===== src/rtl/mips_store_buffer.sv =====
// mips_store_buffer: posted-write buffer between the core data port and a slower data memory.
// Core stores retire in one cycle into a DEPTH-entry FIFO that drains in order through a
// req/ack write handshake. Loads read memory combinationally; the buffer never stalls the
// core, so a store arriving while full (with no pop on the same edge) is dropped and flagged.
//
// Optional feature macro: STORE_BUF_FWD_EN
//   defined   -> loads return the youngest buffered store to the same word address, else memory
//   undefined -> loads always return mem_rd_data (no compare logic)
//
// Ports:
//   clk, reset              clock; synchronous active-high reset
//   core_rd_wr              1 = read/idle, 0 = store this cycle
//   core_addr, core_wdata   core byte address and store data
//   core_rdata              load data (combinational)
//   mem_rd_addr, mem_rd_data  memory async read port (address mirrors core_addr)
//   mem_req, mem_ack        write handshake; mem_req registered and held until ack
//   mem_addr, mem_wdata     head-of-FIFO write address/data
//   count, full, empty      occupancy status
//   overflow                sticky flag: a store was dropped
module mips_store_buffer #(
  parameter int unsigned DEPTH  = 4,
  parameter int unsigned ADDR_W = 32
) (
  input  logic                       clk,
  input  logic                       reset,
  input  logic                       core_rd_wr,
  input  logic [ADDR_W-1:0]          core_addr,
  input  logic [31:0]                core_wdata,
  output logic [31:0]                core_rdata,
  output logic [ADDR_W-1:0]          mem_rd_addr,
  input  logic [31:0]                mem_rd_data,
  output logic                       mem_req,
  output logic [ADDR_W-1:0]          mem_addr,
  output logic [31:0]                mem_wdata,
  input  logic                       mem_ack,
  output logic [$clog2(DEPTH):0]     count,
  output logic                       full,
  output logic                       empty,
  output logic                       overflow
);

  localparam int unsigned PTR_W  = $clog2(DEPTH);
  localparam int unsigned CNT_W  = PTR_W + 1;
  localparam int unsigned DATA_W = 32;

  typedef enum logic {
    IDLE = 1'b0,
    BUSY = 1'b1
  } state_e;

  typedef struct packed {
    logic [ADDR_W-1:0] addr;
    logic [DATA_W-1:0] data;
  } entry_t;

  // Entry storage: no reset, contents are only meaningful between rd_ptr and wr_ptr.
  entry_t buf_q [DEPTH];

  state_e             state_q, state_d;
  logic [PTR_W-1:0]   wr_ptr_q, wr_ptr_d;
  logic [PTR_W-1:0]   rd_ptr_q, rd_ptr_d;
  logic [CNT_W-1:0]   count_q, count_d;
  logic               ovf_q, ovf_d;
  logic               req_q, req_d;

  logic               full_c;
  logic               store_c;
  logic               pop_c;
  logic               enq_c;

  // Handshake and enqueue qualification for the coming edge.
  always_comb begin
    full_c  = (count_q == CNT_W'(DEPTH));
    store_c = ~core_rd_wr;
    pop_c   = (state_q == BUSY) && mem_ack;
    // A pop on the same edge frees the slot, so a store to a full buffer still lands.
    enq_c   = store_c && (~full_c || pop_c);
  end

  // Next-state: pointers, occupancy, overflow flag and drain FSM.
  always_comb begin
    state_d  = state_q;
    wr_ptr_d = wr_ptr_q;
    rd_ptr_d = rd_ptr_q;
    count_d  = count_q;
    ovf_d    = ovf_q;
    req_d    = 1'b0;

    if (enq_c) begin
      wr_ptr_d = wr_ptr_q + PTR_W'(1);
    end
    if (pop_c) begin
      rd_ptr_d = rd_ptr_q + PTR_W'(1);
    end

    unique case ({enq_c, pop_c})
      2'b10:   count_d = count_q + CNT_W'(1);
      2'b01:   count_d = count_q - CNT_W'(1);
      default: count_d = count_q;
    endcase

    if (store_c && full_c && ~pop_c) begin
      ovf_d = 1'b1;
    end

    unique case (state_q)
      IDLE: begin
        // Decision uses the registered count, so a fresh store is seen one cycle later.
        if (count_q != '0) begin
          state_d = BUSY;
        end
      end
      BUSY: begin
        if (pop_c && (count_d == '0)) begin
          state_d = IDLE;
        end
      end
      default: state_d = IDLE;
    endcase

    req_d = (state_d == BUSY);
  end

  // Control state register.
  always_ff @(posedge clk) begin
    if (reset) begin
      state_q  <= IDLE;
      wr_ptr_q <= '0;
      rd_ptr_q <= '0;
      count_q  <= '0;
      ovf_q    <= 1'b0;
      req_q    <= 1'b0;
    end else begin
      state_q  <= state_d;
      wr_ptr_q <= wr_ptr_d;
      rd_ptr_q <= rd_ptr_d;
      count_q  <= count_d;
      ovf_q    <= ovf_d;
      req_q    <= req_d;
    end
  end

  // Entry write port.
  always_ff @(posedge clk) begin
    if (!reset && enq_c) begin
      buf_q[wr_ptr_q] <= '{addr: core_addr, data: core_wdata};
    end
  end

  // Load data path.
`ifdef STORE_BUF_FWD_EN
  logic [PTR_W-1:0] fwd_idx;

  // Walk oldest to youngest so the last match (youngest store) wins.
  always_comb begin
    core_rdata = mem_rd_data;
    fwd_idx    = rd_ptr_q;
    for (int i = 0; i < int'(DEPTH); i++) begin
      fwd_idx = rd_ptr_q + PTR_W'(i);
      if ((CNT_W'(i) < count_q) &&
          (buf_q[fwd_idx].addr[ADDR_W-1:2] == core_addr[ADDR_W-1:2])) begin
        core_rdata = buf_q[fwd_idx].data;
      end
    end
  end
`else
  assign core_rdata = mem_rd_data;
`endif

  assign mem_rd_addr = core_addr;
  assign mem_req     = req_q;
  assign mem_addr    = buf_q[rd_ptr_q].addr;
  assign mem_wdata   = buf_q[rd_ptr_q].data;
  assign count       = count_q;
  assign full        = full_c;
  assign empty       = (count_q == '0);
  assign overflow    = ovf_q;

endmodule


===== config.mk =====
export PLATFORM = sky130hd
export DESIGN_NAME = mips_store_buffer
export DESIGN_NICKNAME = d
export VERILOG_FILES = /design/src/rtl/mips_store_buffer.sv
export SDC_FILE = /design/constraint.sdc
export NUM_CORES = 1
export LEC_CHECK = 0
export CORE_MARGIN = 4
export CORE_UTILIZATION = 54
export CTS_CLUSTER_SIZE = 40
export DETAILED_ROUTE_END_ITERATION = 6
export PLACE_DENSITY = 0.85
export SKIP_LAST_GASP = 1
export SYNTH_ARGS = -nofsm -noshare
export SYNTH_HDL_FRONTEND = slang
export SYNTH_SLANG_ARGS = --single-unit

===== constraint.sdc =====
create_clock -name clk -period 6.56 [get_ports clk]
set_input_delay 1.312 -clock clk [delete_from_list [all_inputs] [get_ports clk]]
set_output_delay 1.312 -clock clk [all_outputs]
set_load 0.01 [all_outputs]

==> impl_metrics.toml <==
[clocking]
clkSlewWorstSetupHoldPaths_ns = 0.06
clock_latency_ns = 0.51
post_cts_buffers = 0
root_buffer = "clkbuf_16"
cts_made_buffers = 27
ctsResizeCount = 0
h-tree-depth = 1
postCtsHoldBufs = 0
cts.sinks = 267
cts_tree = "yes"
cts_max_path_buffers = 3

[power]
p_per_area_mw_per_mm2 = 311
p_seq_frac = 0.505
max-vdd-ir-drop_mv = 0.203
switching_share = 0.212
pwr-share-clk = 0.382
p_switching_mw = 0.831
combPwrFrac = 0.113
total_power_mw = 3.92
cellLeakagePower_nw = 4.00
intPower_mw = 3.09

[floorplan]
die_w_um = 146
pin_count = 235
design.die.area_mm2 = 0.0213
start_util = 0.551
die_h_um = 146
std_cell_rows = 50
core_area_mm2 = 0.0187

[setup_path]
cp.required_ns = 5.25
crit_fanout = 40
path_class = "flop to primary output"
cp.arrival_ns = 3.08
cp_top_family = "buffers and inverters"
path_buf_inv = 2
endpoint_kind = "primary output"
cp_cell_sequence = "buf_4 -> mux4_2 -> clkdlybuf4s50_1"
crit_path_max_incr_delay_ns = 0.88
crit_path_start_kind = "flop"
crit_slowest_cell = "dfxtp_4"

[final_layout]
final_common_cell = "edfxtp_1"
fin_area_mm2 = 0.0126
fill_cells = 1132
antenna_cells = 0
area.growth.synth_to_final_pct = 22.7
nNetsFinal = 692
layout-drive-gt1-share = 0.191
layout_common_cells = "256 x edfxtp_1, 170 x clkdlybuf4s50_1, 64 x mux4_2"

[grt]
grt_pass1_wl_um = 30000
track_usage = 0.177
grt_max_degree = 65
grt_overflow = 0
antenna_found_initial = 0
grt_pass1_vias = 5278

[sta]
fmax_mhz = 228
min_period_ns = 4.39
fin_crit_sh = 0.670
fin_setup_tns_ns = 0
slew_violations = 0
finalSetupViolCount = 0
max_slew.worst_pin.slew_ns = 1.02
rsz0062_at_grt = "no"
slew_headroom = 0.320
whs_ns = 0.503
hold_violations = 0
final.setup_skew_ns = 0.00715

[route]
drt_iter0_markers = 316
vias = 4807
wl_um = 19100
ant_nets = 0
drcViolationCount = 0
drt_pass1_iterations = 4
drt-vias-per-instance = 5.72
wl_per_cell_um = 22.7

[outcome]
outcome = "finished, final reports clean"

[placement]
dp_hpwl_um = 11100
io_buffers = 170
place_area_mm2 = 0.0118
gp_congestion = 0.737

[hold_path]
holdCritPathClass = "flop to flop"

[yosys]
synth.cell_area_mm2 = 0.0103
synth_cells = 468
synth-seq-area-share = 0.768
syn_nets = 573
synth-seq-cells = 267
syn_avg_cell_area_um2 = 22.0
yosysWarningCount = 0
synth.distinct_cells = 37

[job]
drv_cap = 0
[sequential cells by signal, indices dropped and copies added, names as in the netlist, named ones only]
name / flops
wr_ptr_q: 2
overflow: 1
buf_q: 256
count: 3
mem_req: 1
rd_ptr_q: 2
[synth_stat cells]
master | count | area, um2
o211ai_1 | 1 | 7.51
a2111o_1 | 1 | 11.3
mux2i_1 | 1 | 10.0
o21a_1 | 1 | 7.51
nand2b_1 | 2 | 12.5
a32oi_1 | 1 | 8.76
buf_4 | 65 | 488
buf_1 | 6 | 22.5
mux4_2 | 64 | 1440
mux2_1 | 1 | 11.3
nor2_1 | 8 | 30.0
a311oi_1 | 1 | 8.76
xor2_1 | 2 | 17.5
nor2b_1 | 1 | 6.26
clkbuf_2 | 1 | 5.00
nand2_1 | 2 | 7.51
nor3_1 | 2 | 10.0
xnor2_1 | 1 | 8.76
nor4_1 | 1 | 6.26
clkbuf_1 | 1 | 3.75
nand3_1 | 3 | 15.0
edfxtp_1 | 256 | 7690
clkinv_2 | 1 | 5.00
or3b_4 | 1 | 11.3
ha_1 | 4 | 50.1
buf_2 | 8 | 40.0
and2_1 | 5 | 31.3
o31ai_1 | 1 | 7.51
a211oi_1 | 2 | 15.0
inv_1 | 5 | 18.8
a21boi_0 | 1 | 7.51
a21oi_1 | 3 | 15.0
mux2_4 | 1 | 15.0
dfxtp_1 | 11 | 220
fa_1 | 1 | 20.0
and3_1 | 1 | 6.26
a21oi_2 | 1 | 8.76
[layer usage]
metal,global-route usage,part of all wire,vias up
met1,0.230,0.37,2441
li1,-,-,2084
met2,0.309,0.52,229
met5,0,0,-
met4,0.0423,0.024,0
met3,0.0407,0.078,53
[power groups by stage]
stage                     Clock, mW  Sequential [mW]  Combinational [mW]
final                          1.50             1.98               0.442
after global routing           1.61             1.99               0.471
after CTS                      1.53             1.99               0.449
after detailed placement          0             2.02               0.445
after global placement            0             2.02               0.432
after floorplan                   0             1.99               0.263
[metrics by stage]
| step | utilization | std cells | worst slack [ns] |
|---|---|---|---|
| 3_5_place_dp | 0.629 | 792 | 2.58 |
| 6_report | 0.675 | 841 | 2.17 |
| 5_1_grt | 0.675 | 841 | 1.87 |
| 2_1_floorplan | - | 468 | 2.80 |
| 3_3_place_gp | 0.629 | 792 | 2.63 |
| 4_1_cts | 0.675 | 841 | 2.02 |
[path summary, 6_finish.rpt]
| kind | start | end | slack [ns] | cells after the start |
|---|---|---|---|---|
| min reg2reg | overflow | overflow | 0.50 | 2 |
| max | flop | mem_wdata[13] | 2.17 | 3 |
| max reg2reg | count[0] | buf_q[3][59] | 3.93 | 4 |
| min | overflow | overflow | 0.50 | 2 |
[final cells by class]
type,count,area [um2],share of cell area
clock buffers,35,726,0.0574
multi-input cells,114,1820,0.144
well taps,234,293,0.0232
clock inverters,14,150,0.0119
inverters,6,23.8,0.00188
flip-flops and latches,267,7920,0.626
repair buffers,171,1710,0.135
[kinds of logic after synthesis]
group,Yosys count,share of synthesized area
fa+ha+maj,5,0.00680
flops,267,0.768
mux,67,0.143
buf+inv,87,0.0566
simple gates,26,0.0132
compound gates,13,0.00948
xor+xnor,3,0.00255
[tightest hold or removal path, cell delays in order, from the launching register on]
cell and delay (ns):
dfxtp_1 0.34, a21oi_1 0.05, nor2_1 0.08
Power figures use the tool's default switching activity.
